**src/rtl/in_module_pkg.sv**
```systemverilog
// ============================================================================
//  in_module_pkg
//  Shared types and constants for the front-panel operand entry block.
//  Revision: 1.0
// ============================================================================
`default_nettype none

package in_module_pkg;

    localparam int VALUE_W = 33;
    localparam int ACC_W   = 32;
    localparam logic [3:0] BCD_MAX = 4'd9;

    typedef enum logic [1:0] {
        IDLE  = 2'd0,
        ENTRY = 2'd1,
        HOLD  = 2'd2
    } state_e;

endpackage

`default_nettype wire

```
**src/rtl/in_module_debouncer.sv**
```systemverilog
// ============================================================================
//  debouncer
//  Synchronizer, debounce counter and rising-edge detect for one raw button.
//  Full debounce only when IN_MODULE_DEBOUNCE_EN is defined.
//  Revision: 1.0
// ============================================================================
`default_nettype none

module debouncer
    import in_module_pkg::*;
#(
    parameter int DEBOUNCE_CYCLES = 16
) (
    input  logic clock,
    input  logic reset_n,
    input  logic raw,
    output logic press
);

`ifdef IN_MODULE_DEBOUNCE_EN
    localparam bit DEB_EN = 1'b1;
`else
    localparam bit DEB_EN = 1'b0;
`endif

    logic sync1_q, sync2_q;
    logic level_q, level_d;
    logic press_q, press_d;

    always_ff @(posedge clock or negedge reset_n) begin
        if (!reset_n) begin
            sync1_q <= 1'b0;
            sync2_q <= 1'b0;
            level_q <= 1'b0;
            press_q <= 1'b0;
        end else begin
            sync1_q <= raw;
            sync2_q <= sync1_q;
            level_q <= level_d;
            press_q <= press_d;
        end
    end

    assign press_d = level_d & ~level_q;
    assign press   = press_q;

    generate
        if (DEB_EN && (DEBOUNCE_CYCLES > 0)) begin : g_debounce
            localparam int CNT_W = (DEBOUNCE_CYCLES > 1) ? $clog2(DEBOUNCE_CYCLES + 1) : 1;
            logic [CNT_W-1:0] cnt_q, cnt_d;

            // Level flips only after DEBOUNCE_CYCLES consecutive disagreeing samples.
            always_comb begin
                cnt_d   = cnt_q;
                level_d = level_q;
                if (sync2_q == level_q) begin
                    cnt_d = '0;
                end else if (cnt_q == CNT_W'(DEBOUNCE_CYCLES - 1)) begin
                    cnt_d   = '0;
                    level_d = sync2_q;
                end else begin
                    cnt_d = cnt_q + 1'b1;
                end
            end

            always_ff @(posedge clock or negedge reset_n) begin
                if (!reset_n) begin
                    cnt_q <= '0;
                end else begin
                    cnt_q <= cnt_d;
                end
            end
        end else begin : g_bypass
            assign level_d = sync2_q;
        end
    endgenerate

endmodule

`default_nettype wire

```
**src/rtl/in_module.sv**
```systemverilog
// ============================================================================
//  in_module
//  Front-panel decimal operand entry with valid/ack delivery.
//  Debouncing controlled by IN_MODULE_DEBOUNCE_EN.
//  Revision: 1.0
// ============================================================================
`default_nettype none

module in_module
    import in_module_pkg::*;
#(
    parameter int DEBOUNCE_CYCLES = 16,
    parameter int MAX_DIGITS      = 3
) (
    input  logic         clock,
    input  logic         reset_n,
    input  logic [3:0]   digit_in,
    input  logic         sign_in,
    input  logic         enter_btn,
    input  logic         done_btn,
    input  logic         clear_btn,
    output logic [32:0]  value_out,
    output logic         valid,
    input  logic         ack,
    output logic [3:0]   digit_count,
    output logic         err
);

    logic enter_press, done_press, clear_press;

    debouncer #(.DEBOUNCE_CYCLES(DEBOUNCE_CYCLES)) u_enter (
        .clock(clock), .reset_n(reset_n), .raw(enter_btn), .press(enter_press));
    debouncer #(.DEBOUNCE_CYCLES(DEBOUNCE_CYCLES)) u_done (
        .clock(clock), .reset_n(reset_n), .raw(done_btn), .press(done_press));
    debouncer #(.DEBOUNCE_CYCLES(DEBOUNCE_CYCLES)) u_clear (
        .clock(clock), .reset_n(reset_n), .raw(clear_btn), .press(clear_press));

    logic [3:0]         digit_s1_q, digit_s2_q;
    logic               sign_s1_q, sign_s2_q;
    state_e             state_q, state_d;
    logic [ACC_W-1:0]   acc_q, acc_d;
    logic [3:0]         count_q, count_d;
    logic [VALUE_W-1:0] value_q, value_d;
    logic               valid_q, valid_d;
    logic               err_q, err_d;

    // Priority: clear > done > enter; HOLD ignores enter/done.
    always_comb begin
        state_d = state_q;
        acc_d   = acc_q;
        count_d = count_q;
        value_d = value_q;
        valid_d = valid_q;
        err_d   = 1'b0;
        if (clear_press) begin
            acc_d   = '0;
            count_d = '0;
            valid_d = 1'b0;
            state_d = IDLE;
        end else begin
            case (state_q)
                IDLE, ENTRY: begin
                    if (done_press) begin
                        value_d = sign_s2_q ? (VALUE_W'(0) - {1'b0, acc_q}) : {1'b0, acc_q};
                        valid_d = 1'b1;
                        state_d = HOLD;
                    end else if (enter_press) begin
                        if ((digit_s2_q > BCD_MAX) || (count_q == 4'(MAX_DIGITS))) begin
                            err_d = 1'b1;
                        end else begin
                            acc_d   = (acc_q << 3) + (acc_q << 1) + ACC_W'(digit_s2_q);
                            count_d = count_q + 4'd1;
                            state_d = ENTRY;
                        end
                    end
                end
                HOLD: begin
                    if (valid_q && ack) begin
                        valid_d = 1'b0;
                        acc_d   = '0;
                        count_d = '0;
                        state_d = IDLE;
                    end
                end
                default: state_d = IDLE;
            endcase
        end
    end

    always_ff @(posedge clock or negedge reset_n) begin
        if (!reset_n) begin
            digit_s1_q <= '0;
            digit_s2_q <= '0;
            sign_s1_q  <= 1'b0;
            sign_s2_q  <= 1'b0;
            state_q    <= IDLE;
            acc_q      <= '0;
            count_q    <= '0;
            value_q    <= '0;
            valid_q    <= 1'b0;
            err_q      <= 1'b0;
        end else begin
            digit_s1_q <= digit_in;
            digit_s2_q <= digit_s1_q;
            sign_s1_q  <= sign_in;
            sign_s2_q  <= sign_s1_q;
            state_q    <= state_d;
            acc_q      <= acc_d;
            count_q    <= count_d;
            value_q    <= value_d;
            valid_q    <= valid_d;
            err_q      <= err_d;
        end
    end

    assign value_out   = value_q;
    assign valid       = valid_q;
    assign digit_count = count_q;
    assign err         = err_q;

endmodule

`default_nettype wire

```
**config.mk**
```make
export PLATFORM = sky130hd
export DESIGN_NAME = in_module
export DESIGN_NICKNAME = d
export VERILOG_FILES = /design/src/rtl/in_module_pkg.sv /design/src/rtl/in_module_debouncer.sv /design/src/rtl/in_module.sv
export SDC_FILE = /design/constraint.sdc
export NUM_CORES = 1
export LEC_CHECK = 0
export CAP_MARGIN = 40
export CORE_ASPECT_RATIO = 1.5
export CORE_MARGIN = 1
export CORE_UTILIZATION = 40
export CTS_CLUSTER_DIAMETER = 50
export CTS_CLUSTER_SIZE = 12
export DETAILED_ROUTE_END_ITERATION = 16
export PLACE_DENSITY = 0.65
export RECOVER_POWER = 50
export SYNTH_ARGS = -nofsm -noshare
export SYNTH_HDL_FRONTEND = slang
export SYNTH_SLANG_ARGS = --single-unit
```
**constraint.sdc**
```tcl
create_clock -name clock -period 4.4 [get_ports clock]
set_input_delay 0.88 -clock clock [delete_from_list [all_inputs] [get_ports clock]]
set_output_delay 0.88 -clock clock [all_outputs]
set_load 0.1 [all_outputs]
```
==> results.txt, run 1 <==
The clock network latency to the later pin of the worst-skew pair is 340 ps. The maximum clock frequency came out at 287 MHz. The final hold violation count came out at 0. The remaining max-slew budget at the tightest pin is -67.7%.

The final reports fail on capacitance limit, slew limit. Measured along the x axis, the die boundary spans between 100 and 150 µm. The tightest min-delay check is of the register to register type.

Relative to the synthesized area, the layout overhead comes to 28.1%. The post-layout total power came out at 0.00430 W. Synthesis handed over a netlist of 636 instances. The number of nets at the end of the flow came out at ~800.

The final setup slack of the worst path came out at 912 ps. The die covers 15400 µm². The routability congestion estimate is 0.893.

STA classifies the critical path startpoint as a register. The total inserted antenna cells came out at 0. The portion of synthesized cell area occupied by the leading cell type came out at 40.0%. The clock passes through at most 2 buffers. The netlist area before placement is 5940 µm². Setup violations remaining at the end of the flow were counted as 0.

The TritonCTS sink count is between 90 and 100. The boundary pin count is 50. The pin count of the biggest net entering global routing came out at 55. The flop-to-flop setup slack came out at approximately 910 ps. The number of DRC violations after detailed-routing iteration 0 came out at 249.

For this design the static power due to leakage is 3.60 nW. Hold repair after CTS inserted 0 buffers. The detailed-router iteration count before antenna repair is 4.

The worst clock skew came out at 7.45 ps. The post-DP HPWL came out at 11100 µm. Summed over all layers, the routed wires come to 14500 µm. Detailed routing inserted a total of 5016 vias.

The type of the setup path with the least slack is register to register. The count of pins over their slew limit is roughly 100. After detailed routing, the average wire length per cell comes to 15.9 µm. The startpoint identified for the worst hold timing path is u_enter.sync1_q. The arrival time at the worst endpoint is ~3700 ps. Adding up every negative setup slack in the final design gives 0 ps. The H-tree was split into 3 levels. The share of synthesized registers carrying an async set or reset is 100%.

The filler cell count came out at 1253. At the pin with the least slew margin, the transition time is 2520 ps. The area used by multi-input combinational logic came out at about 3400 µm².

The total routing usage reported by global routing came out at 20.4%. The flip-flop and latch count after synthesis is 95. The worst-path maximum fanout is 5. The register area came out at 2380 µm². The die extent in y came out at between 150 and 200 µm. Power spread over the standard cell area amounts to between 500 and 600 nW/µm². The tool flagged a number of max-cap violations equal to 2. In this run the critical register-to-register path is launched from acc_q[0]. The number of cells traversed by the worst hold path is 0. The number of global-route vias before repair is 5149.

The capturing element type of the critical path is a register. The count of yosys warnings during synthesis is 0. The leading register cell type out of synthesis is sky130_fd_sc_hd__dfrtp_1. The fraction of final layout cells sized beyond drive strength 1 came out at 10.7%. The library cells used most frequently in the layout, excluding fill and tap cells, are 95 x sky130_fd_sc_hd__nand2_1, 95 x sky130_fd_sc_hd__dfrtp_1, 79 x sky130_fd_sc_hd__o21ai_0, 60 x sky130_fd_sc_hd__ha_1, 41 x sky130_fd_sc_hd__xor2_1. For this run, design rule violations remaining after detail routing come to 0. The data required time of the critical path came out at around 4600 ps. Dividing the synthesized area by the synthesized cell count gives 9.35 µm². Setup repair after global routing left no endpoint under its margin. The detail route stage leaves a number of antenna-violating nets equal to 0.

After clock tree synthesis, the clock-pin slew on the worst setup and hold paths is around 70 ps. The worst path in the final design needs a cycle of approximately 3500 ps, including I/O delays and setup. The placeable core area is roughly 15000 µm².

The number of different library cells used by synthesis comes to 61. The total nets after synthesis came out at between 700 and 800. Summed over all instances, the cell type with the most area after synthesis is sky130_fd_sc_hd__dfrtp_1. The hold path endpoint is u_enter.level_d. The worst slack at placement came out at 936 ps. In this run the critical register-to-register path is captured at acc_q[30].

The number of synthesized flops with an enable pin came out at 0. The sequential cell area fraction in the yosys report is around two fifths. The peak ir drop on the vdd network is between 0.3 and 0.4 mV.

The initial cell density of the core came out at 40.9%. The global-route wire length before repair is 24500 µm. The run finished, with violations left. The number of clock buffers inserted by TritonCTS came out at 9. The floorplan has 54 rows.

The number of antenna violations at the first check in global routing is 0. The post-cts sizing count is 0. The worst hold-check slack came out at 357 ps. TritonCTS built the clock tree. In this run the tool buffered the top-level ports with 49 buffer cells.

For this run the aggregate overflow at the end of global routing stands at 0. The number of buffers added for setup after CTS came out at 0. The length in cells of the worst reg-to-reg path is 11. The via density per instance is 5.48. Yosys attributes the largest share of cell area to sky130_fd_sc_hd__dfrtp_1 40%, sky130_fd_sc_hd__ha_1 13%, sky130_fd_sc_hd__o21ai_0 6.7%. The cell at the root of the clock tree is sky130_fd_sc_hd__clkbuf_16. The final clock period utilization by the worst path is 79.3%.
[sequential cells by signal (all words and copies together) (netlist names), 2 cells and up]
register	count
acc_q	32
digit_s1_q	4
state_q	2
value_out	33
digit_count	4
digit_s2_q	4
[Yosys cell counts (8+ instances only)]
cell type and count:
sky130_fd_sc_hd__nand2_1 95, sky130_fd_sc_hd__nand4_1 10, sky130_fd_sc_hd__o21ai_0 80, sky130_fd_sc_hd__clkbuf_1 16, sky130_fd_sc_hd__dfrtp_1 95, sky130_fd_sc_hd__ha_1 60
sky130_fd_sc_hd__nand3_1 18, sky130_fd_sc_hd__nor2_1 23, sky130_fd_sc_hd__xor2_1 41, sky130_fd_sc_hd__a21oi_1 40, sky130_fd_sc_hd__nor3_1 8, sky130_fd_sc_hd__o31ai_1 10
sky130_fd_sc_hd__inv_1 17, sky130_fd_sc_hd__xnor2_1 12
[through the flow]
step	util, %	instance area, µm²	instances
finish	52.4	7610	916
detailed placement	50.3	7300	901
global placement	45.6	6620	860
floorplan	-	5940	636
CTS	52.6	7640	916
global route	52.4	7610	916
[logic make-up after synthesis]
logic type / synth area share, %
xor gates and xnor gates: 7.81
muxes: 0.842
and+or+nand+nor: 14.9
DFF: 40.0
adders and majority gates: 13.3
buffers and inverters: 2.93
AOI/OAI and AO/OA: 20.3
[how the worst max path moves through the flow]
stage	start	to	slack, ps	cells past startpoint
after floorplan	acc_q[2]	acc_q[24]	1210	10
after global placement	acc_q[2]	acc_q[30]	980	11
after detailed placement	acc_q[0]	acc_q[30]	940	11
after CTS	acc_q[0]	acc_q[30]	910	11
after global routing	reset_n	digit_count[2]	410	2
final	acc_q[0]	acc_q[30]	910	11
[critical path: stages (launching register included)]
cell	delay, ps
sky130_fd_sc_hd__dfrtp_1	430
sky130_fd_sc_hd__inv_1	110
sky130_fd_sc_hd__fa_1	520
sky130_fd_sc_hd__inv_1	70
sky130_fd_sc_hd__fa_1	460
sky130_fd_sc_hd__a21o_2	240
sky130_fd_sc_hd__a221o_1	390
sky130_fd_sc_hd__a211oi_4	390
sky130_fd_sc_hd__a211oi_2	160
sky130_fd_sc_hd__a31oi_4	270
sky130_fd_sc_hd__o21ai_1	90
sky130_fd_sc_hd__a32o_1	250
[power breakdown]
part / leakage, nW / internal (W) / switching (W)
Combinational: 2.19 / 0.000794 / 0.00147
Clock: 0.163 / 0.000556 / 0.000330
Sequential: 1.24 / 0.00103 / 0.000114
Total: 3.60 / 0.00238 / 0.00192
[final cells by class]
| cell class | count | area share, % |
|---|---|---|
| clock buffers | 9 | 2.96 |
| multi-input cells | 498 | 44.7 |
| flip-flops and latches | 95 | 31.2 |
| inverters | 17 | 0.838 |
| clock inverters | 6 | 1.51 |
| repair buffers | 95 | 15.5 |
| well taps | 196 | 3.22 |
[layer usage]
metal / global-route usage (%) / up-vias / wire length [µm]
met4: 9.49 / 0 / 462
met5: 0 / - / 0
met2: 37.2 / 112 / 7630
met3: 1.80 / 31 / 341
li1: - / 2456 / -
met1: 23.6 / 2417 / 6090
Power figures use the tool's default switching activity.
==> run 2, diff against run 1 <==
==> constraint.sdc (replaced) <==
create_clock -name clock -period 3.4 [get_ports clock]
set_input_delay 0.68 -clock clock [delete_from_list [all_inputs] [get_ports clock]]
set_output_delay 0.68 -clock clock [all_outputs]
set_load 0.1 [all_outputs]
==> results.txt, run 2 (synthesis results as in run 1) <==
The run finished, with violations left. The checks that failed: capacitance limit, slew limit. The fraction of final layout cells sized beyond drive strength 1 came out at 12.7% (+2.0 points). The library cell used most frequently in the layout, excluding fill and tap cells, is sky130_fd_sc_hd__dfrtp_1. The total inserted antenna cells is 0 (unchanged). The detailed-route wire length per cell came out at 15.8 µm (-0.37%).

The share of total power in sequential cells is 29.4% (+2.8 points). The tree is rooted in a sky130_fd_sc_hd__clkbuf_16. The type of element launching the critical path is a register. The placeable core area came to 14500 µm² (unchanged). The data required time of the critical path is 3630 ps (-990 ps). The sum of buffers and inverters on the critical path was 3 (+1). The post-layout total power is 0.00500 W (+16%). The cell family with the largest share of critical-path delay is compound AO/OA/AOI/OAI gates. The die outline width came out at 102 µm (unchanged). The number of cells traversed by the worst hold path was 0 (unchanged). The reported leakage power is 3.46 nW (-3.9%). The start of the worst register-to-register path is digit_s2_q[3]. Setup repair after global routing left no endpoint under its margin. The top cell types in the final layout, fill and taps aside, are 95 x sky130_fd_sc_hd__dfrtp_1, 94 x sky130_fd_sc_hd__nand2_1, 79 x sky130_fd_sc_hd__o21ai_0, 60 x sky130_fd_sc_hd__ha_1, 41 x sky130_fd_sc_hd__xor2_1. The largest individual stage delay along the critical path comes from the cell sky130_fd_sc_hd__fa_1.

The worst clock skew was 11.1 ps (+3.63 ps). For hold timing, the worst endpoint is sign_s2_q. The cell area after placement is 6840 µm² (-6.3%). The clock group share of total power is 20.3% (-0.3 points). The number of rows created at floorplan is 54 (unchanged). The via density per instance is 5.48 (about the same).

The final hold violation count came out at 0 (unchanged). The areal power density over the cells is 697 nW/µm² (+24%). The boundary pin count came out at 50 (unchanged).

The number of maximum-capacitance constraint violations was 1 (-1). The total congestion overflow after global routing came out at 0 (unchanged). The worst-path maximum fanout is 5 (unchanged). The length in cells of the worst reg-to-reg path is 12 (+1). The start point of the worst hold path is sign_s1_q. The flip-flop count of the largest register, all copies and words added came to 33 (unchanged).

STA classifies the critical path endpoint as a register. The area growth from synthesis to final layout came out at 20.6%. The total routing usage reported by global routing came out at 19.5% (-0.91 points). The die footprint came to 15400 µm² (unchanged). The flop-to-flop setup slack is 140 ps (-770 ps). The net switching share of the total power came out at 48.2% (+3.5 points). The pin count of the biggest net entering global routing was 96 (+75%). The worst reg2reg path endpoint is acc_q[30].

The critical path is of the register to register type. The area of all placed cells without fillers was 7170 µm² (-5.9%). The kind of path behind the tightest hold check is register to register.

The number of DRC violations after detailed-routing iteration 0 was 241 (-3.2%). The initial cell density of the core came out at 40.9% (unchanged). The total number of vias came to 4916 (-2.0%). The clock period minus worst slack is 3260 ps (-232 ps). The post-route DRC violation count is 0 (unchanged).

The remaining max-slew budget at the tightest pin is -56.8% (+11 points). The peak ir drop on the vdd network is 0.540 mV (+46%). The final clock period utilization by the worst path is 95.8% (+16 points).

The clock network latency to the later pin of the worst-skew pair is 340 ps (about the same). The arrival time at the worst endpoint came to 3490 ps (-220 ps). The number of hold-repair buffers added at the cts stage came out at 0 (unchanged). The die extent in y came out at 151 µm (unchanged). The CTS H-tree depth came out at 3 (unchanged). The number of global-route vias before repair came out at 4796 (-6.9%). TritonCTS built the clock tree.

The number of nets at the end of the flow is 770 (-2.4%). The register clock-pin slew on the reported worst setup and hold paths is 70 ps (about the same). The count of final setup violators came to 0 (unchanged). The maximum single-stage delay on the critical path came out at 520 ps (about the same). Walking the worst path, the cells encountered are inv_1 -> fa_1 -> inv_1 -> fa_1 -> a21o_2 -> a221o_1 -> a211oi_4 -> buf_6 -> a211oi_4 -> a31oi_4 -> o21ai_1 -> a32o_1.

The number of clock buffers inserted by TritonCTS is 9 (unchanged). The post-route antenna net violation count is 0 (unchanged). The maximum clock frequency is 307 MHz (+7.1%). The post-DP HPWL is 10500 µm (-6.0%). The slew of the pin with the lowest slew margin was 2350 ps (-164 ps). The design internal power is 0.00259 W (+8.9%). The net switching power is 0.00241 W (+26%). The accumulated negative setup slack is 0 ps (unchanged). The number of antenna violations at the first check in global routing came to 0 (unchanged). The wire length after detailed routing came out at 14200 µm (-2.4%). The maximum buffer depth of the clock tree came out at 2 (unchanged). The global-route wire length before repair came out at 23500 µm (-4.1%). The total of buffers placed on input and output ports came out at 49 (unchanged).

The detailed-router iteration count before antenna repair was 5 (+1). The combinational share of power came out at 50.3% (-2.5 points). The routability congestion estimate came to 0.902 (+1.0%).

The TritonCTS sink count is 95 (unchanged). The count of pins over their slew limit came out at 96 (-7.7%).
-- run 2: cell types whose count changed in the layout (fill, tap and decap cells not counted), moves of 2 or more --
cell / before / now
sky130_fd_sc_hd__clkdlybuf4s50_1: 39 / 16
sky130_fd_sc_hd__buf_8: 35 / 14
sky130_fd_sc_hd__clkbuf_1: 3 / 0
sky130_fd_sc_hd__bufinv_16: 3 / 1
sky130_fd_sc_hd__buf_16: 5 / 1
sky130_fd_sc_hd__dlygate4sd3_1: 9 / 7
sky130_fd_sc_hd__buf_4: 3 / 35
-- run 2: worst max path at each step --
stage | startpoint | end | slack (ps) | depth (start not counted)
global placement | digit_s2_q[3] | acc_q[30] | 140 | 11
floorplan | acc_q[2] | acc_q[24] | 210 | 10
global route | acc_q[0] | acc_q[24] | 2 | 11
CTS | digit_s2_q[3] | acc_q[30] | 80 | 11
detailed placement | acc_q[0] | acc_q[30] | 110 | 11
finish | digit_s2_q[3] | acc_q[30] | 140 | 12
-- run 2: area by class of cell --
cell class,count,area [µm²]
clock buffers,9,225
clock inverters,6,67.6
well taps,196,245
flip-flops and latches,95,2380
fillers,1304,7360
repair buffers,76,754
inverters,17,63.8
multi-input cells,498,3430
-- run 2: stage by stage --
| step | cells | hold slack [ps] | setup slack, ps | utilization, % |
|---|---|---|---|---|
| after floorplan | 636 | 331 | 213 | - |
| after global placement | 865 | 336 | 136 | 45.5 |
| after detailed placement | 880 | 335 | 111 | 47.1 |
| after CTS | 895 | 352 | 82.5 | 49.1 |
| after global routing | 897 | 360 | 2.22 | 49.3 |
| final | 897 | 350 | 144 | 49.3 |
-- run 2: power groups by stage --
stage / Sequential [W] / Clock (W) / Combinational (W)
2_1_floorplan: 0.00274 / 0 / 0.000507
3_3_place_gp: 0.00149 / 0 / 0.00227
3_5_place_dp: 0.00149 / 0 / 0.00253
4_1_cts: 0.00147 / 0.00104 / 0.00253
5_1_grt: 0.00150 / 0.00108 / 0.00265
6_report: 0.00147 / 0.00101 / 0.00251
-- run 2: repair_timing --
| action | 4_1_cts | 5_1_grt |
|---|---|---|
| resized for setup | 0 | 5 |
| buffers inserted | 0 | 2 |
| endpoints found under the setup margin | 0 | 6 |
-- run 2: layer usage --
metal,vias to the layer above,wire length (µm),GRT usage (%)
met5,-,0,0
met4,0,356,7.75
met3,23,406,2.26
met2,108,7240,34.5
met1,2358,6160,23.7
li1,2427,-,-
